## src/rtl/alu_arb_ctrl_pkg.sv

```systemverilog
// Shared types and constants for the two-requester ALU arbitration controller.
package alu_arb_ctrl_pkg;

  // Controller sequencing: wait for a request, run it through the ALU, hold the response
  typedef enum logic [1:0] {
    ST_IDLE = 2'd0,
    ST_EXEC = 2'd1,
    ST_RESP = 2'd2
  } state_t;

  // Bit positions of the NZCV flags inside every 4-bit flag vector
  localparam int unsigned FLAG_N = 3;
  localparam int unsigned FLAG_Z = 2;
  localparam int unsigned FLAG_C = 1;
  localparam int unsigned FLAG_V = 0;

  // ALU control code; the ALU itself lives outside this block
  typedef logic [3:0] alu_ctrl_t;

  localparam alu_ctrl_t ALU_ADD = 4'h0;
  localparam alu_ctrl_t ALU_SUB = 4'h1;
  localparam alu_ctrl_t ALU_AND = 4'h2;
  localparam alu_ctrl_t ALU_OR  = 4'h3;
  localparam alu_ctrl_t ALU_XOR = 4'h4;

  // One-hot requester vector for a single requester index
  function automatic logic [1:0] id_to_onehot(input logic id);
    logic [1:0] oh;
    oh     = 2'b00;
    oh[id] = 1'b1;
    return oh;
  endfunction

endpackage

```

## src/rtl/alu_arb_ctrl_rr_arbiter2.sv

```systemverilog
// Two-way round-robin arbiter: on a tie the requester that did not win last time is picked.
module rr_arbiter2 (
  input  logic [1:0] valid,
  input  logic       last_grant,
  output logic [1:0] grant
);

  // Pure combinational pick; the caller owns and updates last_grant
  always_comb begin
    grant = 2'b00;
    case (valid)
      2'b01:   grant = 2'b01;
      2'b10:   grant = 2'b10;
      2'b11:   grant = last_grant ? 2'b01 : 2'b10;
      default: grant = 2'b00;
    endcase
  end

endmodule

```

## src/rtl/alu_arb_ctrl.sv

```systemverilog
// Arbitrates two requesters onto one shared combinational ALU, one operation at a time,
// and keeps the architectural NZCV flag register.
module alu_arb_ctrl
  import alu_arb_ctrl_pkg::*;
#(
  parameter int N    = 32,
  parameter int NREQ = 2
) (
  input  logic                      clk_i,
  input  logic                      rst_ni,
  input  logic [NREQ-1:0]           req_valid_i,
  output logic [NREQ-1:0]           req_ready_o,
  input  logic [NREQ-1:0][N-1:0]    req_a_i,
  input  logic [NREQ-1:0][N-1:0]    req_b_i,
  input  logic [NREQ-1:0][3:0]      req_ctrl_i,
  input  logic [NREQ-1:0]           req_setflags_i,
  output logic [N-1:0]              alu_a_o,
  output logic [N-1:0]              alu_b_o,
  output alu_ctrl_t                 alu_control_o,
  input  logic [N-1:0]              alu_result_i,
  input  logic [3:0]                alu_flags_i,
  output logic [NREQ-1:0]           rsp_valid_o,
  input  logic [NREQ-1:0]           rsp_ready_i,
  output logic [N-1:0]              rsp_result_o,
  output logic [3:0]                rsp_flags_o,
  output logic [3:0]                flags_o
);

  state_t     state_q;
  logic       last_grant_q;
  logic       id_q;
  logic       setflags_q;
  logic [1:0] grant;
  logic       grant_id;

  // The arbiter runs every cycle; its answer only matters while idle
  rr_arbiter2 u_arb (
    .valid      (req_valid_i),
    .last_grant (last_grant_q),
    .grant      (grant)
  );

  assign grant_id = grant[1];

  // Ready is a same-cycle handshake, so it is decoded from state rather than registered
  always_comb begin
    req_ready_o = '0;
    if (state_q == ST_IDLE) begin
      req_ready_o = grant;
    end
  end

  // Controller FSM: accept -> drive ALU -> capture result -> hold until consumed
  always_ff @(posedge clk_i or negedge rst_ni) begin
    if (!rst_ni) begin
      state_q       <= ST_IDLE;
      last_grant_q  <= 1'b1;
      id_q          <= 1'b0;
      setflags_q    <= 1'b0;
      alu_a_o       <= '0;
      alu_b_o       <= '0;
      alu_control_o <= '0;
      rsp_valid_o   <= '0;
      rsp_result_o  <= '0;
      rsp_flags_o   <= '0;
      flags_o       <= '0;
    end else begin
      case (state_q)
        ST_IDLE: begin
          if (|grant) begin
            alu_a_o       <= req_a_i[grant_id];
            alu_b_o       <= req_b_i[grant_id];
            alu_control_o <= req_ctrl_i[grant_id];
            setflags_q    <= req_setflags_i[grant_id];
            id_q          <= grant_id;
            last_grant_q  <= grant_id;
            state_q       <= ST_EXEC;
          end
        end
        ST_EXEC: begin
          rsp_result_o <= alu_result_i;
          rsp_flags_o  <= alu_flags_i;
          rsp_valid_o  <= id_to_onehot(id_q);
          if (setflags_q) begin
            flags_o <= alu_flags_i;
          end
          state_q <= ST_RESP;
        end
        ST_RESP: begin
          if (rsp_ready_i[id_q]) begin
            rsp_valid_o <= '0;
            state_q     <= ST_IDLE;
          end
        end
        default: begin
          rsp_valid_o <= '0;
          state_q     <= ST_IDLE;
        end
      endcase
    end
  end

endmodule
```

## config.mk

```make
export PLATFORM = sky130hd
export DESIGN_NAME = alu_arb_ctrl
export DESIGN_NICKNAME = d
export VERILOG_FILES = /design/src/rtl/alu_arb_ctrl_pkg.sv /design/src/rtl/alu_arb_ctrl_rr_arbiter2.sv /design/src/rtl/alu_arb_ctrl.sv
export SDC_FILE = /design/constraint.sdc
export NUM_CORES = 1
export LEC_CHECK = 0
export BUFFER_PORTS_ARGS = -buffer_cell sky130_fd_sc_hd__buf_4
export CORE_AREA = 2 2 114 116
export CTS_CLUSTER_DIAMETER = 200
export DETAILED_ROUTE_END_ITERATION = 12
export DIE_AREA = 0 0 116 118
export PLACE_DENSITY = 0.79
export SLEW_MARGIN = 10
export SYNTH_ARGS = -nofsm -noshare
export SYNTH_HDL_FRONTEND = slang
export SYNTH_SLANG_ARGS = --single-unit
```

## constraint.sdc

```tcl
create_clock -name clk_i -period 1.8 [get_ports clk_i]
set_input_delay 0.27 -clock clk_i [delete_from_list [all_inputs] [get_ports clk_i]]
set_output_delay 0.27 -clock clk_i [all_outputs]
set_load 0.02 [all_outputs]
```

Word level (Yosys, flattened, before mapping)
Cells that the tools add are included.
{"block": "word_totals", "regBits": 115, "latch_bits": 0, "ramBits": 0, "romBits": 0, "in_bits": 180, "out_inout_bits": 112, "n_memories": 0}
{"block": "classes", "add_sub_neg": 0, "multipliers": 0, "n_div": 0, "order_cmp": 3, "n_eq_ne": 7, "shifts": 0, "mux": 19, "n_bitwise": 1, "n_reduce_logical": 7}
{"op": "32-bit 2-to-1 mux", "count": 4}
{"op": "2-bit case mux with 3 select lines", "count": 3}
{"op": "2-bit 2-to-1 mux", "count": 4}
{"op": "4-bit 2-to-1 mux", "count": 2}
{"op": "2-bit AND reduction", "count": 4}
{"op": "2-bit equality test, second input constant", "count": 3}
{"op": "1-bit 2-to-1 mux", "count": 5}
{"op": "2-bit by 1-bit equality test with 1-bit output, second input constant", "count": 2}
{"op": "1-bit by 2-bit < comparator with 1-bit output, second input constant", "count": 2}
{"op": "2-bit logical NOT", "count": 1}
{"op": "2-bit by 1-bit inequality test with 1-bit output, second input constant", "count": 1}
{"op": "2-bit inequality test, second input constant", "count": 1}
{"op": "2-bit OR reduction", "count": 1}
{"op": "1-bit demux with 1-bit select", "count": 1}
{"op": "1-bit >= comparator, second input constant", "count": 1}
{"op": "1-bit logical AND", "count": 1}
{"op": "1-bit NOT", "count": 1}

Depth between registers and ports, before layout
Gate-level depths: netlist of run 1.
{"block": "logic_depth", "word_depth": 5, "depth_mapped": 6, "depth_no_buf": 3}

Hierarchy
A second synthesis of run 1 with hierarchy kept.
{"block": "hier_totals", "hier_cells": 410, "hier_area_um2": 5515.3}
{"mod": "alu_arb_ctrl", "instances": 1, "cells_per_inst": 407, "area_each_um2": 5496.5, "seq_area_each_um2": 2879.0}
{"mod": "rr_arbiter2", "instances": 1, "cells_per_inst": 3, "area_each_um2": 18.8, "seq_area_each_um2": 0.0}

Least setup slack after synthesis of run 1
OpenSTA, ideal clock, no wires.
{"block": "synth_path", "kind": "flip-flop to output port", "startpoint": "reg state_q[0]", "endpoint": "out req_ready_o[1]", "arrival_time_ns": 1.628, "t_required_ns": 1.530, "slack_ns": -0.098, "stages_incl_launch_ff": 7, "n_path_buf": 3, "path_cell_list": "dfrtp_1 > or2_1 > buf_6 > or2_1 > buf_6 > buf_6 > a21oi_1"}
{"block": "synth_via", "elab_chain_len": 2}
{"item": "start, declared", "line": "alu_arb_ctrl.sv:29", "text": "state_t state_q;"}
{"item": "start signal, assigned", "line": "alu_arb_ctrl.sv:56", "text": "state_q <= ST_IDLE;"}
{"item": "start signal, assigned", "line": "alu_arb_ctrl.sv:77", "text": "state_q <= ST_EXEC;"}
{"item": "start signal, assigned", "line": "alu_arb_ctrl.sv:87", "text": "state_q <= ST_RESP;"}
{"item": "2-bit logical NOT", "line": "alu_arb_ctrl.sv:48", "text": "if (state_q == ST_IDLE) begin"}
{"item": "2-bit 2-to-1 mux", "line": "alu_arb_ctrl.sv:48"}
{"item": "end, declared", "line": "alu_arb_ctrl.sv:12", "text": "output logic [NREQ-1:0] req_ready_o,"}
Every way passes these cells.

Final worst setup path of run 1
{"block": "layout_path", "startpoint": "reg state_q[1]", "endpoint": "out req_ready_o[1]"}
The elaborated chain is that of the path after synthesis.

==> results of run 1 <==
-- path summary, 6_finish.rpt --
check,start,end,slack (ps),cells after the start
setup / recovery,state_q[1]$_DFFE_PN0P_,req_ready_o[1],-30,4
hold / removal,alu_result_i[8],rsp_result_o[8]$_DFFE_PN0N_,50,3
setup reg to reg,state_q[1]$_DFFE_PN0P_,alu_control_o[0]$_DFFE_PN0P_,40,6
hold reg to reg,rsp_result_o[29]$_DFFE_PN0N_,rsp_result_o[29]$_DFFE_PN0N_,470,2
max in group asynchronous,rst_ni,last_grant_q$_DFFE_PN1P_,830,3
min in group asynchronous,rst_ni,alu_b_o[0]$_DFFE_PN0P_,330,2
-- layer usage --
| metal | global-route usage [%] | vias up | share of wire [%] |
|---|---|---|---|
| li1 | - | 2571 | - |
| met1 | 30.9 | 2591 | 39 |
| met2 | 42.1 | 253 | 49 |
| met3 | 9.47 | 33 | 9.7 |
| met4 | 8.33 | 0 | 2.2 |
| met5 | 0 | - | 0 |
-- synth_stat cells, types with 2 or more instances --
cell type	number
a21oi_1	70
buf_6	9
clkbuf_1	43
dfrtp_1	114
inv_1	3
mux2_2	4
mux2i_1	2
nand2_1	110
nand2b_1	2
nor2_1	71
nor2b_1	2
o21ai_0	70
o2bb2ai_1	2
o31ai_1	69
or2_1	2
-- registers in the layout, indices dropped and copies added (netlist names) --
name           cells
rsp_valid_o        2
alu_a_o           32
alu_b_o           32
id_q               1
rsp_result_o      32
setflags_q         1
rsp_flags_o        4
last_grant_q       1
alu_control_o      4
state_q            2
flags_o            4
-- final cells by class --
cell class	instances	area, um2	area share, %
Timing Repair Buffer	315	2470	29.7
Inverter	3	11.3	0.135
Sequential cell	115	2880	34.6
Clock inverter	12	106	1.28
Tap cell	172	215	2.59
Clock buffer	20	467	5.61
Multi-Input combinational cell	409	2170	26.1
-- worst max-delay path: stages (launching register included) --
cell	delay, ps
dfrtp_1	370
or2_4	260
or2_4	270
a21oi_2	110
buf_4	150
-- per-stage QoR --
step	setup TNS, ps	util (%)	instances
floorplan	0	-	581
global placement	0	61.3	1009
detailed placement	0	61.3	1009
CTS	-56.5	66.2	1044
global route	-194	67.0	1046
finish	-38.4	67.0	1046
-- power by group through the flow --
stage	clock network (mW)	registers, mW	logic [mW]
2_1_floorplan	0	5.98	2.66
3_3_place_gp	0	4.53	7.14
3_5_place_dp	0	4.58	7.25
4_1_cts	3.26	4.56	7.36
5_1_grt	3.39	4.70	8.10
6_report	3.21	4.56	7.49
-- kinds of logic after synthesis --
family,after synthesis
AND/OR/NAND/NOR,187
multiplexers,6
AO/OA/AOI/OAI,216
buffers and inverters,57
flip-flops,115
-- what timing repair did --
item,in CTS,in global routing
hold endpoints to repair,25,0
buffers inserted,2,2
setup endpoints to repair,2,2
pin swaps,2,2
resized for setup,5,16
hold buffers,1,0
==> results.cfg, run 1 <==
[synthesis]
yosysWarningCount = 0
synth_fp_nets = 761
synthMuxAreaShare_pct = 1.25
synth_xor_area_share_pct = 0
synth-compound-area-share_pct = 24.4
syn_area_per_cell_um2 = 8.99
synthSimpleGateAreaFrac_pct = 13.7
netlist_area_mm2 = 0.00522
ys_ff_latch = 115
synth.distinct_cells = 23
synth_edf_count = 0
synth_top_family_by_area = compound AO/OA/AOI/OAI gates
yosysSeqAreaShare_pct = 55.1
synth_ff_type = dfrtp_1
yosysTopAreaCellShare_pct = 54.6
synthCells = 581
ys_async_sr_fraction_pct = 100
synth_adder_area_share_pct = 0
synthTopCellsByArea = dfrtp_1, o31ai_1, nand2_1, a21oi_1, o21ai_0
yosysTopAreaCell = dfrtp_1

[pwr]
power_mw = 15.2
p_int_mw = 9.04
peakVddDrop_v = 0.000778
p_per_area_mw_per_mm2 = 1830
pwr-share-comb_pct = 49.1
power_switching_share_pct = 40.7
pwr-share-clk_pct = 21.0
switching_power_mw = 6.21
power.leakage_nw = 4.13
pwr-share-seq_pct = 29.9

[clocking]
cts_buffers = 17
clock_sinks = 115
clk_path_buf_depth = 2
cts_root_buf = clkbuf_16
cts_tree = done
cts_max_level = 4
clk_pin_slew_ps = 50
clk_latency_ps = 410

[sta]
skew_ps = 8.98
hold_ws_ps = 53.8
fmax_mhz = 545
period_share_pct = 102
rsz0062_at_grt = true
slew_viol_final = 0
slew_headroom_pct = 56.9
min_period_ps = 1830
tightest_slew_ps = 646
fin_ws_ps = -33.7
hold_violations = 0
setup-violations-final = 2

[cells_and_area]
layout_common_cells = buf_4, dfrtp_1, nand2_1, o21ai_0
drive_gt1_share_pct = 42.8
fillCellCount = 1043
final_common_cell = buf_4
antenna_cells = 0
stdcell_area_mm2 = 0.00831
area_growth_pct = 59.2
final_nets = 1041

[place]
dpl_cell_area_mm2 = 0.00760
gp_congestion = 0.806
io_buffer_count = 291
hpwlAfterDp_um = 12300
preCtsSetupSlack_ps = 101

[global_routing]
grt_use_total_pct = 25.6
antenna_found_initial = 0
grt_max_degree = 74
grt_pass1_vias = 5480
grt_overflow = 0
grt_pass1_wl_um = 27600

[die]
die-area_mm2 = 0.0137
rows = 41
die_y_um = 118
dieWidth_um = 116
core_area_mm2 = 0.0124
pin_count = 292
start_util_pct = 42.1

[drt]
via_per_inst = 5.21
vias = 5448
first_pass_iters = 4
drc = 0
route.detailed.wl_per_inst_um = 16.8
drt_wl_total_um = 17500
ant_nets = 0
drt_iter0_markers = 301

[outcome]
status = complete, but fails checks
violations = negative setup slack

[worst_setup_path]
critPathMaxFanout = 2
worst_ep_arrival_time_ps = 1560
critPathLaunchType = flop
critical_path_class = flop to output pin
crit_path_end_kind = output pin
cp.required_ps = 1530

[hold_path]
hold_path_class = input pin to flop

[job]
drv_cap = 0
No activity file was read; power rests on OpenSTA's default activity.
==> run 2: changes to the inputs <==
--- a/config.mk
+++ b/config.mk
@@ -11,6 +11,7 @@
 export DETAILED_ROUTE_END_ITERATION = 12
 export DIE_AREA = 0 0 116 118
 export PLACE_DENSITY = 0.79
+export SETUP_SLACK_MARGIN = 0.1
 export SLEW_MARGIN = 10
 export SYNTH_ARGS = -nofsm -noshare
 export SYNTH_HDL_FRONTEND = slang
==> run 2 against run 1 <==
Compared with the run above: the run still ends with negative setup slack left; non-clock buffer count grew 5; cell area rose by 1.2%; via count up 0.46%; wire length is 4.1% higher; flip-flop and latch count unchanged; critical path type unchanged; largest power group unchanged.
==> results.cfg, run 2 (synthesized netlist as in run 1, its figures left out) <==
[drt]
route.detailed.wl_per_inst_um = 17.4
ant_nets = 0
drc = 0
drt_wl_total_um = 18200
drt_iter0_markers = 467
first_pass_iters = 5
vias = 5473
via_per_inst = 5.21

[worst_setup_path]
slowest_delay_ps = 370
crit_slowest_cell = dfrtp_1
critPathLaunchType = flop
crit_buf_inv = 1
crit_path_end_kind = output pin
worst_ep_arrival_time_ps = 1530
critical_path_class = flop to output pin
cp.required_ps = 1530
crit_family = simple AND/OR/NAND/NOR gates
critPathMaxFanout = 2
critical_path.cell_chain = or2_4, or2_4, a21oi_4, buf_6
path_common_cell = or2_4

[die]
die_y_um = 118
die-area_mm2 = 0.0137
start_util_pct = 42.1
dieWidth_um = 116
core_area_mm2 = 0.0124
rows = 41
pin_count = 292

[place]
dpl_cell_area_mm2 = 0.00758
gp_congestion = 0.802
io_buffer_count = 291
hpwlAfterDp_um = 12000

[sta]
fmax_mhz = 554
skew_ps = 8.57
slew_viol_final = 0
min_period_ps = 1800
fin_ws_ps = -4.79
hold_violations = 0
setup-violations-final = 1
tightest_slew_ps = 449
slew_headroom_pct = 70.1
period_share_pct = 100
rsz0062_at_grt = true

[global_routing]
grt_max_degree = 74
grt_overflow = 0
antenna_found_initial = 0
grt_pass1_wl_um = 27800
grt_use_total_pct = 25.9
grt_pass1_vias = 5488

[clocking]
cts_root_buf = clkbuf_16
clk_latency_ps = 400
cts_tree = done
clk_pin_slew_ps = 50
clock_sinks = 115
cts_buffers = 17
cts_max_level = 4
clk_path_buf_depth = 2

[pwr]
p_per_area_mw_per_mm2 = 1870
power.leakage_nw = 4.22
peakVddDrop_v = 0.000712

[outcome]
status = complete, but fails checks
violations = negative setup slack

[cells_and_area]
antenna_cells = 0
top_regs = alu_a_o (32), alu_b_o (32), rsp_result_o (32)
layout_common_cells = buf_4, dfrtp_1, nand2_1, o21ai_0
fin_util_pct = 67.8
final_common_cell = buf_4
fillCellCount = 1059
stdcell_area_mm2 = 0.00841
final_nets = 1046
area_growth_pct = 61.1
drive_gt1_share_pct = 41.5

[hold_path]
hold_path_class = input pin to flop

[job]
drv_cap = 0
==> run 2: path summary, 6_finish.rpt <==
path	cells past startpoint	from	to	slack [ps]
setup / recovery	4	state_q[0]$_DFFE_PN0P_	req_ready_o[1]	-5
hold / removal	3	alu_result_i[3]	rsp_result_o[3]$_DFFE_PN0N_	60
setup reg to reg	5	state_q[0]$_DFFE_PN0P_	alu_a_o[9]$_DFFE_PN0P_	140
hold reg to reg	2	rsp_result_o[12]$_DFFE_PN0N_	rsp_result_o[12]$_DFFE_PN0N_	470
max in group asynchronous	3	rst_ni	alu_b_o[30]$_DFFE_PN0P_	850
min in group asynchronous	2	rst_ni	rsp_result_o[31]$_DFFE_PN0N_	350
==> run 2: per-stage QoR <==
| stage | power [mW] | setup TNS (ps) | setup slack, ps | instances | hold WS (ps) |
|---|---|---|---|---|---|
| finish | 15.7 | -4.79 | -4.79 | 1050 | 58.0 |
| floorplan | 8.66 | 0 | 75.6 | 581 | -25.6 |
| CTS | 15.4 | -12.5 | -12.5 | 1042 | 45.4 |
| detailed placement | 11.8 | 0 | 101 | 1007 | 227 |
| global placement | 11.6 | 0 | 197 | 1007 | 227 |
| global route | 16.6 | -62.4 | -47.8 | 1050 | 58.9 |
==> run 2: tightest hold or removal path, cell delays in order <==
cell,delay (ps)
buf_4,70
nand2_1,30
nand2_1,40
==> run 2: routing by layer <==
layer | track usage [%] | up-vias | share of wire [%]
li1 | - | 2582 | -
met1 | 30.9 | 2590 | 38
met2 | 44.0 | 277 | 51
met3 | 9.22 | 24 | 9.8
met4 | 6.85 | 0 | 1.5
met5 | 0 | - | 0
==> run 2: timing repair <==
action / CTS / global route
cloned: 2 / 2
pin swaps: 2 / 0
resized for setup: 7 / 6
hold buffers: 1 / 0
setup buffers: 1 / 6
setup endpoints to repair: 2 / 8
endpoints found under the hold margin: 26 / 0
==> run 2: power by group <==
part           switching [mW]  leakage, nW  internal [mW]  total, mW
combinational            4.45         2.51           3.40       7.84
sequential              0.693         1.41           3.88       4.57
clock                    1.12        0.289           2.19       3.31
==> run 2: cell type report <==
cell class | count | area (um2) | area share, %
clock inverter | 11 | 136 | 1.62
tap | 172 | 215 | 2.56
clock buffer | 20 | 447 | 5.31
timing repair buffer | 320 | 2610 | 31.0
sequential | 115 | 2880 | 34.2
inverter | 3 | 11.3 | 0.134
multi-input combinational | 409 | 2120 | 25.2
==> run 3: changes to the inputs <==
--- a/config.mk
+++ b/config.mk
@@ -10,7 +10,7 @@
 export CTS_CLUSTER_DIAMETER = 200
 export DETAILED_ROUTE_END_ITERATION = 12
 export DIE_AREA = 0 0 116 118
-export PLACE_DENSITY = 0.79
+export PLACE_DENSITY = 0.77
 export SETUP_SLACK_MARGIN = 0.1
 export SLEW_MARGIN = 10
 export SYNTH_ARGS = -nofsm -noshare
==> run 3 against run 2 <==
Compared with the run above: the run still ends with negative setup slack left; die area did not move; combinational power shrank 7.4%; cell area fell by 2.3%; via count down 0.15%; register-to-register slack improved by 20 ps; sequential power rose by 1%; final cell count down 0.67%; clock power is essentially flat; largest cell class unchanged; highest routed layer unchanged.
==> results.cfg, run 3 (synthesized netlist as in run 1, its figures left out) <==
[sta]
setup-violations-final = 1
fin_ws_ps = -2.73
fmax_mhz = 555
slew_headroom_pct = 58.9
hold_violations = 0
tightest_slew_ps = 616
min_period_ps = 1800
slew_viol_final = 0
rsz0062_at_grt = true
period_share_pct = 100
hold_ws_ps = 57.9
skew_ps = 4.78

[clocking]
cts_root_buf = clkbuf_16
cts_buffers = 17
cts_max_level = 4
clk_path_buf_depth = 2
clk_pin_slew_ps = 50
clk_latency_ps = 400
cts_tree = done
clock_sinks = 115

[worst_setup_path]
crit_slowest_cell = dfrtp_1
critical_path.cell_chain = or2_4, or2_4, a21oi_4, buf_6
path_common_cell = or2_4
critPathMaxFanout = 2
critical_path_class = flop to output pin
timing.rr.end = alu_b_o[23]$_DFFE_PN0P_
crit_family = simple AND/OR/NAND/NOR gates
r2r-start = state_q[0]$_DFFE_PN0P_
critPathLaunchType = flop
rr_worst_depth = 5
regToRegSetupSlack_ps = 160
slowest_delay_ps = 370
crit_path_end_kind = output pin
crit_start = state_q[0]$_DFFE_PN0P_
crit_buf_inv = 1
cp.required_ps = 1530
worst_ep_arrival_time_ps = 1530

[place]
gp_congestion = 0.812
hpwlAfterDp_um = 12300
io_buffer_count = 291

[hold_path]
hold_end = rsp_result_o[2]$_DFFE_PN0N_
hp-start = alu_result_i[2]
hold_path_class = input pin to flop
min_path_cells = 3

[global_routing]
antenna_found_initial = 0
grt_use_total_pct = 25.1
grt_overflow = 0
grt_pass1_vias = 5471
grt_pass1_wl_um = 27100
grt_max_degree = 74

[outcome]
violations = negative setup slack
status = complete, but fails checks

[pwr]
p_per_area_mw_per_mm2 = 1850
peakVddDrop_v = 0.00107
power.leakage_nw = 4.11
power_mw = 15.2

[drt]
via_per_inst = 5.24
drc = 0
ant_nets = 0
vias = 5465
first_pass_iters = 5
route.detailed.wl_per_inst_um = 16.6
drt_wl_total_um = 17300
drt_iter0_markers = 388

[cells_and_area]
area_growth_pct = 57.3
top_regs = alu_a_o (32), alu_b_o (32), rsp_result_o (32)
final_common_cell = buf_4
final_nets = 1038
fillCellCount = 1015
antenna_cells = 0
layout_common_cells = buf_4, dfrtp_1, nand2_1, o21ai_0
drive_gt1_share_pct = 40.5

[die]
dieWidth_um = 116
die_y_um = 118
rows = 41
die-area_mm2 = 0.0137
pin_count = 292
core_area_mm2 = 0.0124
start_util_pct = 42.1

[job]
drv_cap = 0
## run 3: changes by cell type in the layout (fill, tap and decap cells not counted)
cell	before	now
buf_4	305	303
bufbuf_16	2	0
clkbuf_1	2	4
clkbuf_16	19	17
o31ai_1	67	69
o31ai_2	2	0
buf_12	7	6
buf_16	1	0
buf_6	2	1
buf_8	0	1
clkbuf_8	1	0
nor2_2	0	1
nor2_4	2	1
## run 3: report_power, final
group | internal, mW | leakage, nW | switching, mW | total, mW
clock network | 2.16 | 0.284 | 1.15 | 3.31
registers | 3.88 | 1.41 | 0.755 | 4.63
logic | 3.05 | 2.41 | 4.21 | 7.26
total | 9.09 | 4.11 | 6.11 | 15.2
## run 3: final cells by class
class	count	area (um2)	area share (%)
flip-flops and latches	115	2880	35.0
repair buffers	312	2430	29.6
multi-input cells	409	2100	25.6
clock buffers	21	440	5.36
well taps	172	215	2.62
clock inverters	11	136	1.66
inverters	3	11.3	0.137
## run 3: worst reg2reg max path, stage by stage, from the launching register on
cell and delay, ps:
dfrtp_1 370, or2_4 270, or2_4 260, buf_4 180
buf_4 170, o31ai_1 290
## run 3: timing repair
action,4_1_cts,5_1_grt
hold buffers,1,0
resized for setup,7,3
buffers inserted,1,1
endpoints found under the setup margin,4,2
endpoints found under the hold margin,114,0
pin swaps,2,0
## run 3: worst max-delay path by stage
| stage | end | slack, ps | depth (start not counted) |
|---|---|---|---|
| 5_1_grt | req_ready_o[1] | -50 | 4 |
| 3_5_place_dp | alu_a_o[16]$_DFFE_PN0P_ | 90 | 4 |
| 2_1_floorplan | req_ready_o[1] | 80 | 6 |
| 6_report | req_ready_o[1] | -3 | 4 |
| 3_3_place_gp | req_ready_o[1] | 180 | 4 |
| 4_1_cts | req_ready_o[1] | -20 | 4 |
## run 3: through the flow
step	area (um2)	utilization, %	std cells	TNS (ps)	setup WS (ps)
CTS	8200	66.0	1042	-31.9	-18.3
floorplan	5240	-	581	0	75.6
detailed placement	7580	61.1	1008	0	86.0
finish	8220	66.2	1043	-2.73	-2.73
global route	8220	66.2	1043	-75.0	-48.2
global placement	7580	61.1	1008	0	185
## run 3: metal layers
| metal | routed length (um) | global-route usage, % | up-vias |
|---|---|---|---|
| met5 | 0 | 0 | - |
| met4 | 301 | 8.33 | 0 |
| met3 | 1580 | 7.62 | 27 |
| met2 | 8720 | 43.0 | 285 |
| met1 | 6680 | 29.8 | 2591 |
| li1 | - | - | 2562 |
